==> config.mk <==
export PLATFORM = sky130hd
export DESIGN_NAME = mem_bridge
export DESIGN_NICKNAME = d
export VERILOG_FILES = /design/src/rtl/mem_bridge_pkg.sv /design/src/rtl/mem_bridge_wbuf_entry.sv /design/src/rtl/mem_bridge.sv
export SDC_FILE = /design/constraint.sdc
export NUM_CORES = 1
export LEC_CHECK = 0
export BUFFER_PORTS_ARGS = -buffer_cell sky130_fd_sc_hd__buf_2
export CAP_MARGIN = 20
export CORE_MARGIN = 3
export CORE_UTILIZATION = 40
export DETAILED_ROUTE_END_ITERATION = 6
export GPL_TIMING_DRIVEN = 0
export MAX_ROUTING_LAYER = met4
export PLACE_DENSITY = 0.72
export SKIP_CTS_REPAIR_TIMING = 1
export SYNTH_ARGS = -nofsm -noshare
export SYNTH_HDL_FRONTEND = slang
export SYNTH_SLANG_ARGS = --single-unit
==> constraint.sdc <==
create_clock -name clock -period 3.9 [get_ports clock]
set_input_delay 0.78 -clock clock [delete_from_list [all_inputs] [get_ports clock]]
set_output_delay 0.78 -clock clock [all_outputs]
set_load 0.01 [all_outputs]
==> src/rtl/mem_bridge_pkg.sv <==
// Shared types and sizing constants for the CPU-to-memory bridge.
package mem_bridge_pkg;
    localparam int STATE_W = 2;
    localparam int LAT_W   = 4;

    typedef enum logic [STATE_W-1:0] {
        IDLE    = 2'd0,
        DRAIN   = 2'd1,
        RD_WAIT = 2'd2,
        DONE    = 2'd3
    } bridgeState;
endpackage

==> src/rtl/mem_bridge_wbuf_entry.sv <==
// One-entry posted write buffer: holds a store until drained and flags
// read requests that target the same word.
module wbuf_entry
    import mem_bridge_pkg::*;
#(
    parameter int ADDR_W = 32,
    parameter int DATA_W = 32
) (
    input  logic              clock,
    input  logic              reset,
    input  logic              load,
    input  logic              clear,
    input  logic [ADDR_W-1:0] loadAddr,
    input  logic [DATA_W-1:0] loadData,
    input  logic [ADDR_W-3:0] lookupWord,
    output logic              valid,
    output logic [ADDR_W-1:0] addr,
    output logic [DATA_W-1:0] data,
    output logic              hit
);
    always_ff @(posedge clock or negedge reset) begin
        if (!reset) begin
            valid <= 1'b0;
            addr  <= '0;
            data  <= '0;
        end else if (load) begin
            valid <= 1'b1;
            addr  <= loadAddr;
            data  <= loadData;
        end else if (clear) begin
            valid <= 1'b0;
        end
    end

    // Byte offset is ignored: any access inside the buffered word hits.
    assign hit = valid && (addr[ADDR_W-1:2] == lookupWord);
endmodule

==> src/rtl/mem_bridge.sv <==
// Converts CPU memory accesses into a registered memory strobe interface,
// with a posted store buffer, read forwarding and access counters.
module mem_bridge
    import mem_bridge_pkg::*;
#(
    parameter int ADDR_W   = 32,
    parameter int DATA_W   = 32,
    parameter int READ_LAT = 1,
    parameter int CNT_W    = 32
) (
    input  logic              clock,
    input  logic              reset,
    input  logic              cpu_req,
    input  logic              cpu_wr,
    input  logic [ADDR_W-1:0] cpu_addr,
    input  logic [DATA_W-1:0] cpu_wdata,
    output logic [DATA_W-1:0] cpu_rdata,
    output logic              cpu_ready,
    output logic              mem_en,
    output logic              mem_wr,
    output logic [ADDR_W-1:0] mem_addr,
    output logic [DATA_W-1:0] mem_wdata,
    input  logic [DATA_W-1:0] mem_rdata,
    output logic              wbuf_valid,
    output logic [CNT_W-1:0]  rd_count,
    output logic [CNT_W-1:0]  wr_count
);
    bridgeState        state;
    logic [LAT_W-1:0]  latCnt;
    logic              bufLoad;
    logic              bufClear;
    logic              bufHit;
    logic [ADDR_W-1:0] bufAddr;
    logic [DATA_W-1:0] bufData;

    assign bufLoad  = (state == IDLE) && cpu_req && cpu_wr;
    // The drain strobe is on the memory bus during the second DRAIN cycle.
    assign bufClear = (state == DRAIN) && mem_en;

    wbuf_entry #(
        .ADDR_W(ADDR_W),
        .DATA_W(DATA_W)
    ) wbuf (
        .clock      (clock),
        .reset      (reset),
        .load       (bufLoad),
        .clear      (bufClear),
        .loadAddr   (cpu_addr),
        .loadData   (cpu_wdata),
        .lookupWord (cpu_addr[ADDR_W-1:2]),
        .valid      (wbuf_valid),
        .addr       (bufAddr),
        .data       (bufData),
        .hit        (bufHit)
    );

    always_ff @(posedge clock or negedge reset) begin
        if (!reset) begin
            state     <= IDLE;
            latCnt    <= '0;
            cpu_rdata <= '0;
            cpu_ready <= 1'b0;
            mem_en    <= 1'b0;
            mem_wr    <= 1'b0;
            mem_addr  <= '0;
            mem_wdata <= '0;
            rd_count  <= '0;
            wr_count  <= '0;
        end else begin
            case (state)
                IDLE: begin
                    if (cpu_req && cpu_wr) begin
                        cpu_ready <= 1'b1;
                        wr_count  <= wr_count + CNT_W'(1);
                        state     <= DRAIN;
                    end else if (cpu_req) begin
                        mem_en   <= 1'b1;
                        mem_wr   <= 1'b0;
                        mem_addr <= cpu_addr;
                        latCnt   <= LAT_W'(READ_LAT);
                        state    <= RD_WAIT;
                    end
                end
                DRAIN: begin
                    if (!mem_en) begin
                        // Store-completion cycle: requests are ignored here.
                        cpu_ready <= 1'b0;
                        mem_en    <= 1'b1;
                        mem_wr    <= 1'b1;
                        mem_addr  <= bufAddr;
                        mem_wdata <= bufData;
                    end else begin
                        mem_en <= 1'b0;
                        mem_wr <= 1'b0;
                        state  <= IDLE;
                        if (cpu_req && !cpu_wr && bufHit) begin
                            cpu_rdata <= bufData;
                            cpu_ready <= 1'b1;
                            rd_count  <= rd_count + CNT_W'(1);
                            state     <= DONE;
                        end
                    end
                end
                RD_WAIT: begin
                    // First cycle only retires the strobe so that the ready
                    // edge lands READ_LAT+2 edges after acceptance.
                    if (mem_en) begin
                        mem_en <= 1'b0;
                    end else if (latCnt == '0) begin
                        cpu_rdata <= mem_rdata;
                        cpu_ready <= 1'b1;
                        rd_count  <= rd_count + CNT_W'(1);
                        state     <= DONE;
                    end else begin
                        latCnt <= latCnt - LAT_W'(1);
                    end
                end
                DONE: begin
                    cpu_ready <= 1'b0;
                    state     <= IDLE;
                end
                default: state <= IDLE;
            endcase
        end
    end
endmodule

=== After elaboration in Yosys (flattened, before gate mapping) ===
Cells that the tools add are included.

* Add/subtract/negate cells: 3
* $mul: 0
* Div/mod/pow operators: 0
* Magnitude comparators: 0
* Eq/ne operators: 15
* Shifts and indexed selects: 0
* Muxes and demuxes: 41
* Bitwise logic cells: 1
* Reductions and logical operators: 24

{| class="wikitable"
|+ Operator list
! cell !! number
|-
| 2-to-1 mux 32 bit || 11
|-
| case mux 32 bit (2 select lines) || 3
|-
| adder 32 x 1 -> 32 bit (second input constant) || 2
|-
| == test 30 bit || 1
|-
| 2-to-1 mux 4 bit || 4
|-
| inequality test 2 bit (second input constant) || 7
|-
| 2-to-1 mux 1 bit || 12
|-
| 2-to-1 mux 2 bit || 6
|-
| AND reduction 4 bit || 3
|-
| AND reduction 5 bit || 2
|-
| case mux 2 bit (4 select lines) || 1
|-
| case mux 4 bit (2 select lines) || 1
|-
| nonzero test 2 bit || 4
|-
| logical AND 1 bit || 7
|-
| inequality test 3 x 2 -> 1 bit (second input constant) || 2
|-
| AND reduction 3 bit || 2
|-
| == test 2 bit (second input constant) || 2
|-
| zero test 4 bit || 1
|-
| inequality test 2 x 1 -> 1 bit (second input constant) || 2
|-
| case mux 1 bit (4 select lines) || 1
|-
| AND reduction 2 bit || 2
|-
| subtractor 4 x 1 -> 4 bit (second input constant) || 1
|-
| case mux 1 bit (3 select lines) || 1
|-
| nonzero test 3 bit || 1
|-
| other kinds (5) || 5
|}

* Bits in registers: 234
* Latch bits: 0
* Memory bits (writable): 0
* ROM bits: 0
* Input port bits: 100
* Output and inout bits: 164
* Logic and storage cells: 97
* Memories: 0

=== Depth between registers and ports, before layout ===
Gate-level depths: netlist (run 1).

* Depth in word-level cells: 6
* Mapped depth: 8
* Gate-level depth less buffers: 8

=== Modules after synthesis ===
Synthesis (run 1) repeated with hierarchy kept, for this count alone.

* Cells, all modules: 849
* Area, all modules: 10283.6 um^2

{| class="wikitable"
|+ Modules (own cells, without submodules)
! module !! instances !! cells each !! area an instance (um^2)
|-
| mem_bridge || 1 || 671 || 7559.8
|-
| wbuf_entry || 1 || 178 || 2723.9
|}

=== Worst setup path before layout (run 1) ===
Ideal clock, no wire load.

* Path type: input to register
* Start: input cpu_req
* End: register cpu_rdata[10]
* Setup time: 0.125 ns
* Arrival time: 2.590 ns
* Data required time: 3.775 ns
* Path slack: 1.185 ns
* Cell stages on the path: 7
* Path buffers: 1
* Cell sequence: nor2b_4 nand3_1 or4_4 o31a_4 nor2_4 buf_6 mux2_2

* Cells in the longest elaborated chain, start to end: 4

{| class="wikitable"
|+ Ends and longest elaborated chain
! what !! RTL line !! text
|-
| start, declared || mem_bridge.sv:13 || <nowiki>input logic cpu_req,</nowiki>
|-
| logical AND 1 bit (2 in series) || mem_bridge.sv:96 || <nowiki>if (cpu_req && !cpu_wr && bufHit) begin</nowiki>
|-
| inequality test 2 x 1 -> 1 bit (no source line) || n/a ||
|-
| AND reduction 5 bit (no source line) || n/a ||
|-
| end signal, assigned || mem_bridge.sv:97 || <nowiki>cpu_rdata <= bufData;</nowiki>
|-
| end signal, assigned || mem_bridge.sv:110 || <nowiki>cpu_rdata <= mem_rdata;</nowiki>
|-
| end, declared || mem_bridge.sv:17 || <nowiki>output logic [DATA_W-1:0] cpu_rdata,</nowiki>
|}

No other way between the ends.
A chain may end at the register's enable or synchronous reset.

=== Final worst setup path (run 1) ===
* Start: register state[1]
* End: register wr_count[1]

* Cells in the longest elaborated chain, start to end: 2

{| class="wikitable"
|+ Ends and longest elaborated chain
! what !! RTL line !! text
|-
| start, declared || mem_bridge.sv:28 || <nowiki>bridgeState state;</nowiki>
|-
| start signal, assigned || mem_bridge.sv:59 || <nowiki>state <= IDLE;</nowiki>
|-
| start signal, assigned || mem_bridge.sv:75 || <nowiki>state <= DRAIN;</nowiki>
|-
| start signal, assigned || mem_bridge.sv:81 || <nowiki>state <= RD_WAIT;</nowiki>
|-
| zero test 2 bit || mem_bridge.sv:70 || <nowiki>case (state)</nowiki>
|-
| AND reduction 2 bit (no source line) || n/a ||
|-
| end signal, assigned || mem_bridge.sv:74 || <nowiki>wr_count <= wr_count + CNT_W'(1);</nowiki>
|-
| end, declared || mem_bridge.sv:26 || <nowiki>output logic [CNT_W-1:0] wr_count</nowiki>
|}

No other way between the ends.

==> qor.yml, run 1 <==
synth-seq-cells: 234
fmax_mhz: 358
start_util_pct: 41.2
pwr-share-seq_pct: 40.2
synthMostInstantiatedCell: "dfrtp_1"
wl_um: 26400
vias_per_cell: 5.09
power_density_nw_per_um2: 753
synth_nets: 948
worst_pin_slew_ns: 0.801
drv_cap: 0
drive_above_1_share_pct: 43.0
clk_latency_ns: 0.53
grt_pass1_wl_um: 42400
rsz0062_at_grt: "false"
dp_slack_ns: 0.646
critical_path_peak_fanout: 10
track_usage_pct: 18.9
drt-pass1-iter-count: 6
hold_violations: 0
antenna_found_initial: 8
cp-end-kind: "flip-flop"
crit_required_ns: 4.30
p_sw_share_pct: 33.6
ys_async_sr_fraction_pct: 100
cts_tree: "built"
coreArea_sq_um: 25500
finClkSkew_ns: 0.0214
synth_edf_count: 0
yosysSeqAreaShare_pct: 55.7
start_kind: "flip-flop"
area_growth_pct: 25.9
min_period_ns: 2.79
die_area_sq_um: 28200
clockBufferDepth: 3
comb_power_share_pct: 34.1
synth_common_cells: "dfrtp_1, mux2_2, nand2_1"
io_pins: 264
setup_viol: 0
synthFlopType: "dfrtp_1"
synth_area_leaders: "dfrtp_1, mux2_2, xor2_1"
die_h_um: 168
cts_sinks: 234
holdWs_ns: 0.0600
port-buffer-count: 263
final.period_utilization_pct: 71.5
dpl.hpwl_um: 19100
grt_max_degree: 118
fin_nets: 1242
status: "finished clean"
p_int_mw: 6.61
detail_route.wl_per_cell_um: 17.6
vdd_ir_drop_max_mv: 0.482
yosysUniqueCellTypes: 44
cts_root_buf: "clkbuf_16"
netlist_area_sq_um: 10500
clkTransAtPathRegs_ns: 0.06
grt_pass1_vias: 7900
vias: 7614
cts_inserted_buffers: 27
ant_nets: 0
relSlewSlack_pct: 46.6
fp.dieW_um: 168
gr-total-overflow: 0
path_class: "reg2reg"
leakage_nw: 6.02
drc: 0
hp-class: "in2async"
drtIter0Drc: 366
ys_warn_count: 0
htree_levels: 1
p_sw_mw: 3.35
clock_power_share_pct: 25.6
place_congestion: 0.808
synth_largest_area_cell: "dfrtp_1"
synthCells: 844
cp.arrival_ns: 3.19
final_max_slew_viol_count: 0
fillers: 2200
fp-row-count: 58
synth_area_per_cell_sq_um: 12.4
finalWorstSetupSlack_ns: 1.11
synth_top_area_share_pct: 55.7
[layer usage]
metal | vias to the layer above | wire length [um] | GRT usage, % | part of all wire [%]
met4 | 0 | 619 | 4.55 | 2.3
met5 | - | 0 | - | 0
met1 | 3770 | 11100 | 23.9 | 42
li1 | 3568 | - | - | -
met3 | 38 | 2280 | 5.56 | 8.7
met2 | 238 | 12400 | 30.3 | 47
[layout make-up]
cell class                      instances  area, sq um  share of cell area, %
Antenna cell                            8         20.0                  0.151
Buffer                                 43          206                   1.56
Clock buffer                           35          756                   5.72
Clock inverter                         13          146                   1.11
Inverter                                5         18.8                  0.142
Multi-Input combinational cell        562         4430                   33.5
Sequential cell                       234         5860                   44.3
Tap cell                              330          413                   3.12
Timing Repair Buffer                  265         1380                   10.4
[worst paths after layout]
kind | startpoint | end | slack (ns) | cells after the start
worst min register to register | wr_count[31] | wr_count[31] | 0.47 | 1
worst max-delay path | state[1] | wr_count[1] | 1.11 | 6
max in group asynchronous | reset | wbuf.data[17] | 3.02 | 2
worst max register to register | state[1] | wr_count[1] | 1.11 | 6
worst min-delay path | reset | mem_addr[9] | 0.06 | 1
min in group clock | wr_count[31] | wr_count[31] | 0.47 | 1
[power groups by stage]
stage	combinational, mW	clock, mW	sequential, mW
2_1_floorplan	1.97	0	4.18
3_3_place_gp	3.37	0	4.00
3_5_place_dp	3.45	0	4.04
4_1_cts	3.46	2.62	4.02
5_1_grt	3.73	2.72	4.14
6_report	3.40	2.55	4.01
[placed cells by master, fill, tap and decap left out, types with 4 or more instances in the layout]
| master | count |
|---|---|
| a21oi_1 | 4 |
| a31oi_1 | 32 |
| and3_1 | 7 |
| and4_1 | 5 |
| buf_1 | 4 |
| buf_2 | 268 |
| buf_6 | 5 |
| clkbuf_1 | 31 |
| clkbuf_16 | 27 |
| clkbuf_8 | 5 |
| clkinv_2 | 8 |
| dfrtp_1 | 234 |
| diode_2 | 8 |
| ha_1 | 4 |
| inv_1 | 5 |
| mux2_1 | 16 |
| mux2_2 | 147 |
| nand2_1 | 99 |
| nand3_1 | 17 |
| nand4_1 | 17 |
| nor2_1 | 46 |
| nor3_1 | 11 |
| nor3b_1 | 5 |
| nor4_1 | 7 |
| nor4_2 | 13 |
| nor4b_2 | 9 |
| o21ai_0 | 4 |
| xnor2_1 | 33 |
| xor2_1 | 59 |
[flip-flops by register name (all words and copies together) (netlist names)]
name,count
cpu_rdata,32
mem_addr,32
mem_wdata,32
rd_count,32
wbuf.addr,32
wbuf.data,32
wr_count,32
latCnt,4
state,2
cpu_ready,1
mem_en,1
mem_wr,1
wbuf.valid,1
[worst max-delay path, stage by stage (launching register included)]
cell      delay (ns)
dfrtp_1         0.35
clkbuf_1        0.18
nor4bb_1        0.29
buf_2           0.28
clkbuf_1        0.64
buf_1           0.51
mux2_2          0.40
[kinds of logic after synthesis]
family	share of synthesized area [%]
AND/OR/NAND/NOR	13.0
XOR/XNOR	7.67
flip-flops	55.7
AO/OA/AOI/OAI	3.45
buffers and inverters	2.14
multiplexers	17.6
adder cells (fa/ha/maj)	0.476
[stage by stage]
step           utilization [%]  total power [mW]  TNS [ns]  cell area [sq um]  instances
6_report                  51.9              9.96         0              13200       1495
5_1_grt                   51.9              10.6         0              13200       1495
4_1_cts                   51.8              10.1         0              13200       1487
3_5_place_dp              48.3              7.50         0              12300       1439
3_3_place_gp              48.0              7.37   -506.18              12200       1437
2_1_floorplan                -              6.15         0              10500        844
(Power assumes the default switching activity.)
==> run 2, diff against run 1 <==
Settings changed: PLACE_DENSITY 0.72 to 0.74.
Clock period 3.9 ns to 2.4 ns, I/O delays scaled along.
==> run 2 against run 1 <==
  * Flip-flop and latch count did not move
  * Clock power rose by 64%
  * Critical path depth rose by 2
  * Via count rose by 1.8%
  * Clock-buffer cell count rose by 3
  * Sequential power rose by 63%
  * The flow now finishes with violations (negative setup slack)
  * Total power rose by 66%
  * Hold slack improved by 0.12 ns
  * Die area did not move
  * First-iteration DRC count rose by 40%
  * Non-clock buffer count rose by 12
  * Critical path type unchanged
  * Sequential share of layout area fell by 0.94 points
==> qor.yml, run 2 (synthesis results as in run 1) <==
status: "finished with violations"
violations: "negative setup slack"
min_period_ns: 2.47  # -0.316 ns
dpl.hpwl_um: 19200  # +0.89%
crit_required_ns: 2.81  # -1.49 ns
relSlewSlack_pct: 47.7  # +1.1 points
multiInputGateArea_sq_um: 4580  # +3.5%
path_class: "reg2reg"
die_h_um: 168  # unchanged
cp-end-kind: "flip-flop"
layout.cells.most_common: "buf_2"
finalWorstSetupSlack_ns: -0.0735  # -1.18 ns
clk_latency_ns: 0.53  # about the same
setup_tns_ns: -1.76  # -1.76 ns
place_congestion: 0.810  # +0.20%
clkTransAtPathRegs_ns: 0.06  # about the same
hold_violations: 0  # unchanged
p_sw_mw: 5.62  # +68%
clockBufferDepth: 3  # unchanged
grt_pass1_wl_um: 42600  # +0.57%
ant_nets: 0  # unchanged
power_density_nw_per_um2: 1220  # +62%
drive_above_1_share_pct: 45.3  # +2.4 points
p_sw_share_pct: 34.0  # +0.37 points
final_max_slew_viol_count: 0  # unchanged
cts_root_buf: "clkbuf_16"
final-seq-area_sq_um: 5860  # unchanged
drv_cap: 0  # unchanged
vias_per_cell: 5.16  # +1.4%
drc: 0  # unchanged
cts_tree: "built"
drtIter0Drc: 511  # +40%
final.period_utilization_pct: 103  # +32 points
worstSetupStartpoint: "wbuf.addr[23]"
instances_no_fill: 1502  # +0.47%
area_growth_pct: 28.6
comb_power_share_pct: 35.0  # +0.9 points
coreArea_sq_um: 25500  # unchanged
setup_viol: 29  # +29
cts_inserted_buffers: 26  # -3.7%
worstHoldStart: "cpu_wdata[1]"
pwr-share-seq_pct: 39.6  # -0.6 points
grt_max_degree: 109  # -7.6%
worst_pin_slew_ns: 0.785  # -0.0162 ns
gr-total-overflow: 0  # unchanged
leakage_nw: 6.15  # +2.2%
grt_pass1_vias: 7937  # +0.47%
die_area_sq_um: 28200  # unchanged
place_inst: 1439  # unchanged
critical_path_peak_fanout: 10  # unchanged
worst_r2r_startpoint: "wbuf.addr[23]"
start_kind: "flip-flop"
fin_nets: 1253  # +0.89%
vias: 7754  # +1.8%
track_usage_pct: 19.0  # +0.14 points
cts_sinks: 234  # unchanged
vdd_ir_drop_max_mv: 0.833  # +73%
fp-row-count: 58  # unchanged
final_util_pct: 53.0  # +1.1 points
cp.arrival_ns: 2.88  # -0.31 ns
start_util_pct: 41.2  # unchanged
p_int_mw: 10.9  # +65%
hp-class: "in2reg"
drt-pass1-iter-count: 4  # -2
wl_um: 27400  # +3.9%
fillers: 2238  # +1.7%
clock_power_share_pct: 25.3  # -0.3 points
fp.dieW_um: 168  # unchanged
detail_route.wl_per_cell_um: 18.2  # +3.4%
io_pins: 264  # unchanged
rsz0062_at_grt: "true"
antenna_found_initial: 3  # -5
final_cell_mix: "buf_2, dfrtp_1, mux2_2, nand2_1, xor2_1"
power.total_mw: 16.5  # +66%
htree_levels: 1  # unchanged
port-buffer-count: 263  # unchanged
finClkSkew_ns: 0.0169  # -0.00448 ns
fmax_mhz: 404  # +13%
run 2: path summary, 6_finish.rpt:
check                      slack [ns]  cells after the start             to
max                             -0.07                      8   cpu_rdata[8]
min                              0.18                      2   wbuf.data[1]
max reg2reg                     -0.07                      8   cpu_rdata[8]
min reg2reg                      0.48                      1   rd_count[31]
max in group asynchronous        1.15                      3  mem_wdata[24]
min in group asynchronous        0.42                      2   mem_addr[22]
run 2: metal layers:
layer	share of wire (%)	vias to the layer above	global-route usage (%)	wire, um
li1	-	3584	-	-
met1	43	3864	24.5	11700
met2	47	258	30.2	13000
met3	7.6	48	5.14	2070
met4	2.5	0	4.91	679
met5	0	-	-	0
run 2: through the flow:
stage	area (sq um)	setup slack [ns]	hold slack (ns)
3_5_place_dp	12300	-0.583	0.371
2_1_floorplan	10500	0.00875	0.184
4_1_cts	13200	-0.510	-0.193
6_report	13500	-0.0735	0.181
5_1_grt	13500	-0.156	0.158
3_3_place_gp	12200	-3.35	0.459
run 2: power groups by stage:
stage	combinational [mW]	clock [mW]	sequential, mW
after floorplan	3.20	0	6.80
after global placement	5.48	0	6.49
after detailed placement	5.64	0	6.57
after CTS	5.66	4.30	6.53
after global routing	6.31	4.45	6.77
final	5.79	4.19	6.55
run 2: critical path, stage by stage (launching register included):
cell,delay (ns)
dfrtp_1,0.40
xor2_1,0.17
nor4_2,0.41
nand4_1,0.18
o31a_4,0.43
nor2_4,0.14
buf_12,0.14
buf_8,0.15
mux2_2,0.34
run 2: cell type report:
type                            count  share of cell area [%]
Clock buffer                       38                    5.75
Inverter                            5                   0.139
Multi-Input combinational cell    562                    33.9
Buffer                             42                    1.70
Antenna cell                        3                  0.0556
Timing Repair Buffer              278                    11.1
Clock inverter                     10                   0.963
Tap cell                          330                    3.06
Sequential cell                   234                    43.3
